[config.mk]
export PLATFORM = sky130hd
export DESIGN_NAME = ifetch_unit
export DESIGN_NICKNAME = d
export VERILOG_FILES = /design/src/rtl/ifetch_unit.sv
export SDC_FILE = /design/constraint.sdc
export NUM_CORES = 1
export LEC_CHECK = 0
export CAP_MARGIN = 30
export CORE_MARGIN = 2
export CORE_UTILIZATION = 39
export DETAILED_ROUTE_END_ITERATION = 8
export PLACE_DENSITY_LB_ADDON = 0.15
export SYNTH_ARGS = -nofsm -noshare
export SYNTH_HDL_FRONTEND = slang
export SYNTH_SLANG_ARGS = --single-unit
[constraint.sdc]
create_clock -name CLK -period 2.3 [get_ports CLK]
set_input_delay 0.345 -clock CLK [delete_from_list [all_inputs] [get_ports CLK]]
set_output_delay 0.345 -clock CLK [all_outputs]
set_load 0.02 [all_outputs]
[src/rtl/ifetch_unit.sv]
`default_nettype none
// +--------------------------------------------------------------------------+
// | Module      : ifetch_unit                                                |
// | Description : Single-outstanding instruction fetch unit. Requests one    |
// |               word from instruction memory, holds it for decode, decodes |
// |               the opcode and the branch/jump immediate, and stalls the   |
// |               PC stage until decode takes the instruction.               |
// | Revision    : 1.0 - initial release                                      |
// +--------------------------------------------------------------------------+
// | Ports                                                                    |
// |   CLK          in   1   clock, rising edge                               |
// |   RESET        in   1   asynchronous active-high reset                   |
// |   IP           in  32   fetch address from the PC stage                  |
// |   flush        in   1   redirect: discard in-flight / held instruction   |
// |   dec_ready    in   1   decode accepts the held instruction              |
// |   mem_req      out  1   instruction-memory read request                  |
// |   mem_addr     out 32   request word address                             |
// |   mem_ack      in   1   one-cycle read-data-valid strobe                 |
// |   mem_rdata    in  32   read data, valid with mem_ack                    |
// |   instr        out 32   held instruction word                            |
// |   OP           out  7   instr[6:0]                                       |
// |   imm          out 32   sign-extended branch/jump offset                 |
// |   instr_valid  out  1   instr/OP/imm valid for decode                    |
// |   illegal      out  1   held word is not a 32-bit encoding               |
// |   fetch_busy   out  1   PC stage must hold                               |
// +--------------------------------------------------------------------------+
module ifetch_unit (
  input  logic               CLK,
  input  logic               RESET,
  input  logic [31:0]        IP,
  input  logic               flush,
  input  logic               dec_ready,
  output logic               mem_req,
  output logic [31:0]        mem_addr,
  input  logic               mem_ack,
  input  logic [31:0]        mem_rdata,
  output logic [31:0]        instr,
  output logic [6:0]         OP,
  output logic signed [31:0] imm,
  output logic               instr_valid,
  output logic               illegal,
  output logic               fetch_busy
);

  localparam logic [6:0] c_OP_JAL    = 7'b1101111;
  localparam logic [6:0] c_OP_BRANCH = 7'b1100011;
  localparam logic [6:0] c_OP_JALR   = 7'b1100111;

  typedef enum logic [1:0] {
    S_IDLE  = 2'd0,
    S_REQ   = 2'd1,
    S_VALID = 2'd2
  } state_t;

  state_t      state_q, state_d;
  logic        drop_q,  drop_d;
  logic [31:0] addr_q,  addr_d;
  logic [31:0] instr_q, instr_d;

  always_ff @(posedge CLK or posedge RESET) begin
    if (RESET) begin
      state_q <= S_IDLE;
      drop_q  <= 1'b0;
      addr_q  <= 32'h0;
      instr_q <= 32'h0;
    end else begin
      state_q <= state_d;
      drop_q  <= drop_d;
      addr_q  <= addr_d;
      instr_q <= instr_d;
    end
  end

  always_comb begin
    state_d     = state_q;
    drop_d      = drop_q;
    addr_d      = addr_q;
    instr_d     = instr_q;
    mem_req     = 1'b0;
    mem_addr    = 32'h0;
    instr_valid = 1'b0;
    fetch_busy  = 1'b1;

    case (state_q)
      S_IDLE: begin
        addr_d  = IP;
        state_d = S_REQ;
      end

      S_REQ: begin
        // The request is held until the ack; a flush only marks the
        // outstanding response for discard so the memory handshake stays
        // one-request/one-ack.
        mem_req  = 1'b1;
        mem_addr = addr_q;
        if (mem_ack) begin
          if (flush || drop_q) begin
            drop_d  = 1'b0;
            state_d = S_IDLE;
          end else begin
            instr_d = mem_rdata;
            state_d = S_VALID;
          end
        end else if (flush) begin
          drop_d = 1'b1;
        end
      end

      S_VALID: begin
        instr_valid = 1'b1;
        if (flush) begin
          state_d = S_IDLE;
        end else if (dec_ready) begin
          // Decode takes the word this cycle: release the PC for one cycle
          // and launch the next request from the new IP.
          fetch_busy = 1'b0;
          addr_d     = IP;
          state_d    = S_REQ;
        end
      end

      default: begin
        state_d = S_IDLE;
      end
    endcase
  end

  assign instr   = instr_q;
  assign OP      = instr_q[6:0];
  assign illegal = instr_valid && (instr_q[1:0] != 2'b11);

  always_comb begin
    imm = 32'sh0;
    case (instr_q[6:0])
      c_OP_JAL: imm = {{11{instr_q[31]}}, instr_q[31], instr_q[19:12],
                       instr_q[20], instr_q[30:21], 1'b0};
      c_OP_BRANCH: imm = {{19{instr_q[31]}}, instr_q[31], instr_q[7],
                          instr_q[30:25], instr_q[11:8], 1'b0};
      c_OP_JALR: imm = {{20{instr_q[31]}}, instr_q[31:20]};
      default: imm = 32'sh0;
    endcase
  end

endmodule
`default_nettype wire

Yosys cells after proc, flatten, opt, wreduce, memory -nomap -nowiden --
Index checks and enable logic that the tools add are counted.
Storage, ports and cells: register bits after elaboration 67, bits of input ports 69, output and inout port bits 107, logic and storage cells 43
Operators by class: equality and inequality tests 11, mux-type cells 18, bitwise gates (word level) 1, reduce and logical (&&, ||, !) cells 9
Operators by type and width (number):
- two-way mux 32 bit | 3
- case mux 32 bit (3 select lines) | 1
- case mux 32 bit (2 select lines) | 1
- equality test 7 bit, second input constant | 3
- AND reduction 3 bit | 3
- two-way mux 1 bit | 8
- two-way mux 2 bit | 4
- inequality test 2 bit, second input constant | 4
- case mux 2 bit (3 select lines) | 1
- nonzero test 2 bit | 2
- inequality test 3 bit, second input constant | 1
- equality test 2 x 1 -> 1 bit, second input constant | 1
- equality test 2 bit, second input constant | 1
- logical NOT 2 bit | 1
- inequality test 2 x 1 -> 1 bit, second input constant | 1
- AND reduction 2 bit | 1
- logical AND 1 bit | 1
- logical OR 1 bit | 1
- NOT 1 bit | 1

Longest topological paths before layout --
word-level depth 4, gate-level depth with buffers 5, gate-level depth less buffers 3

Worst setup path after synthesis --
Ideal clock, no wire load.
path kind reg-to-output, start point register instr_q[2] (netlist: instr[2]), end point output imm[21], data arrival time 1779 ps, data required time 1955 ps, slack 176 ps, cell stages (with the launch flop) 6, path buffers 2, cells stage by stage dfrtp_1 > clkbuf_1 > nor2b_1 > nor3_1 > and2_1 > buf_4
On the way: longest elaborated chain between the ends 2, elaborated cells on any way between the ends 4, those cells by class eq/ne (3); mux (1)
RTL lines:
- from (decl) | RTL line 58 | logic [31:0] instr_q, instr_d;
- from (signal assigned) | RTL line 70 | instr_q <= instr_d;
- equality test 7 bit | RTL line 134 | case (instr_q[6:0])
- case mux 32 bit (3 select lines) (*) | RTL line 134
- to (decl) | RTL line 39 | output logic signed [31:0] imm,
Every way passes the cells marked *; elsewhere a longest branch is shown, timed or not.

Final worst setup path --
start point register state_q[1], end point output mem_req
On the way: longest elaborated chain between the ends 2
RTL lines:
- from (decl) | RTL line 55 | state_t state_q, state_d;
- from (signal assigned) | RTL line 67 | state_q <= state_d;
- equality test 2 x 1 -> 1 bit | RTL line 84 | case (state_q)
- two-way mux 1 bit | RTL line 84
- to (decl) | RTL line 33 | output logic mem_req,
Every way passes these cells.

==> summary.txt <==
Outcome
  – Outcome: completed

Yosys
  – Mean Syn Cell Area: 12.4 um^2
  – Mapped Area: 3170 um^2
  – Unique masters post-synth: 23
  – #FFs+latches synth: 67
  – Synth Instances: 255
  – Warnings, synthesis: 0
  – Syn_nets: 324
  – Seq/Total Area, Yosys: 52.9%

GRT
  – Pin count of the biggest net entering global routing: 47
  – Met2 Usage GRT: 28.5%
  – First-pass GRT wire length: 12500 um
  – Met3 GRT Util: 6.90%
  – Vias in the first global route: 2494
  – GR peak layer: met2
  – Initial antenna violation count: 0
  – GR Util All Layers: 18.1%
  – Met1 usage: 23.3%
  – GRT overflow: 0

Critical path
  – Delay-heaviest family, CP: buffers and inverters
  – Worst-path maximum fanout: 36
  – Cell Chain, Critical Path: nor2b_2 -> buf_12 -> clkdlybuf4s50_1
  – Critical Path Start Type: flop
  – Setup crit end kind: output port
  – Worst path bufs/invs: 2
  – Worst Path Required: 1.96 ns
  – Critical-path top delay cell: clkdlybuf4s50_1
  – Worst EP arrival: 1.78 ns
  – Crit path largest cell delay: 0.63 ns
  – Crit Path Category: flop to output port

Clock tree
  – Clk_lat worst skew: 0.33 ns
  – Post-cts sizing count: 36
  – Maximum clock path buffer count: 2
  – H-tree levels: 3
  – Hold Buf Count CTS: 0
  – CTS sink count: 67
  – CTS tree: yes
  – Post-CTS Setup Bufs: 0
  – Total CTS buffers: 9
  – Clk slew on worst S/H paths: 0.07 ns
  – Clk root buf: clkbuf_8

STA
  – Fmax: 471 MHz
  – Clock skew: 0.00876 ns
  – Worst Max-Slew Pin Slew: 0.426 ns
  – Slew Viols, Final: 0
  – Final hold vios: 0
  – Setup tns final: 0 ns
  – Final min period: 2.12 ns
  – Max-slew headroom: 71.6%
  – Final Setup Violations: 0
  – RSZ-0062 raised after global routing: false
  – Final worst path period share: 92.3%

Power
  – Seq pwr share: 33.8%
  – Sw frac: 36.1%
  – Pwr Density: 1110 nW/um^2
  – Peak VDD IR: 0.616 mV
  – Leakage: 2.64 nW
  – Psw: 2.06 mW
  – Combinational Power Share: 49.5%
  – Internal: 3.65 mW
  – Design Power: 5.71 mW
  – Clock power frac: 16.7%

Place
  – HPWL after DPL: 5850 um
  – Port bufs: 175
  – Placed cells: 508
  – Final Wtd Congestion: 0.766

Detailed routing
  – DR vias/cell: 4.69
  – DR WL/cell: 15.1 um
  – Final ANT Viol Nets: 0
  – DRC viols: 0
  – Via count: 2456
  – Final wirelength: 7910 um
  – DRT iter0 DRCs: 65
  – Total iterations of the first detailed-routing run: 4

Layout
  – Synth-to-layout area growth: 63.1%
  – Share of cells above drive strength 1: 23.2%
  – Fin cells: 524
  – Layout fillers: 663
  – Post-layout nets: 486
  – Diode count: 0

Die
  – Starting Density: 40.6%
  – Die width: 94.1 um
  – Ports: 176
  – Row cnt: 32
  – Core Box Area: 7810 um^2
  – Chip height: 94.1 um
  – Die area: 8860 um^2

Flow run
  – Count of max-cap constraint violations: 0

Min path
  – HP Class: primary input to asynchronous set/reset pin
sequential cells by signal, summed over array words and instances, names as in the netlist:
register and cells:
drop_q 1, instr 32, state_q 2, addr_q 32
stage by stage:
step	instance area [um^2]	hold WS (ns)	setup slack [ns]	util, %
2_1_floorplan	3170	0.430	0.176	-
3_3_place_gp	4920	0.480	0.131	63.1
3_5_place_dp	4920	0.487	0.0959	63.1
4_1_cts	5080	0.371	0.0111	65.1
5_1_grt	5170	0.423	0.00994	66.2
6_report	5170	0.374	0.178	66.2
power groups by stage:
stage	Clock (mW)	Sequential, mW	Combinational, mW
6_report	0.953	1.93	2.83
5_1_grt	1.03	2.01	3.01
4_1_cts	0.997	1.93	2.91
3_5_place_dp	0	1.96	2.92
3_3_place_gp	0	1.92	2.89
2_1_floorplan	0	2.24	1.29
metal layers:
| metal | wire (um) | up-vias |
|---|---|---|
| met2 | 3820 | 106 |
| met1 | 3270 | 1182 |
| met4 | 61 | 0 |
| li1 | - | 1163 |
| met3 | 751 | 5 |
| met5 | 0 | - |
cells in the mapped netlist:
library cell  number  area [um^2]
buf_2              2         10.0
buf_6              5         56.3
nand2_1           12         45.0
nor3_1             2         10.0
a22oi_1            4         30.0
clkbuf_1           6         22.5
nor2b_1            2         12.5
nor2_1             7         26.3
o31ai_1            1         7.51
a21oi_1           12         60.1
nand2b_1           2         12.5
buf_4             20          150
nand2b_4           1         13.8
a21oi_2            1         8.76
or2_2              1         6.26
nand4_1            1         6.26
dfrtp_1           67         1680
o21bai_1           1         7.51
and2_1            40          250
a21bo_2            1         10.0
nand3_4            1         17.5
inv_1              2         7.51
mux2_2            64          721
worst register-to-register path, stage by stage, from the launching register on:
cell and delay, ns:
dfrtp_1 0.41, nor2b_2 0.18, buf_12 0.17, nand3_4 0.09, buf_4 0.37, mux2_2 0.41
layout by cell type (no fill, tap or decap), types with 2 or more instances in the layout:
cell type and instances:
a21oi_1 12, a22oi_1 4, and2_1 38, and2_2 2
buf_12 3, buf_4 6, clkbuf_8 10, clkdlybuf4s50_1 111
clkinv_2 3, dfrtp_1 67, dlygate4sd2_1 31, dlymetal6s2s_1 32
mux2_2 64, nand2_1 12, nand2b_1 2, nor2_1 6
nor3_1 2
logic make-up (layout without fill, tap and decap cells):
logic type             count (synthesis)  count (layout)  synth area share (%)
AND/OR/NAND/NOR                       69              69                  12.6
flip-flops                            67              67                  52.9
multiplexers                          64              64                  22.7
buffers and inverters                 35             202                  7.78
AO/OA/AOI/OAI                         20              20                  3.91
path summary, 6_finish.rpt:
path	startpoint	endpoint	slack, ns	cells past startpoint
worst min-delay path	RESET	addr_q[24]	0.37	3
max in group asynchronous	RESET	addr_q[30]	1.68	3
worst min register to register	addr_q[20]	addr_q[20]	0.50	1
min in group CLK	addr_q[20]	addr_q[20]	0.50	1
worst max register to register	state_q[0]	instr[19]	0.56	5
worst max-delay path	state_q[1]	mem_req	0.18	3
cell type report:
type | instances | area, um^2 | share of cell area [%]
Clock inverter | 5 | 52.6 | 1.02
Inverter | 2 | 7.51 | 0.145
Timing Repair Buffer | 184 | 1900 | 36.7
Sequential cell | 67 | 1680 | 32.5
Clock buffer | 11 | 141 | 2.74
Multi-Input combinational cell | 153 | 1260 | 24.4
Tap cell | 102 | 128 | 2.47
Note: power is estimated with default switching activity, not from simulation.
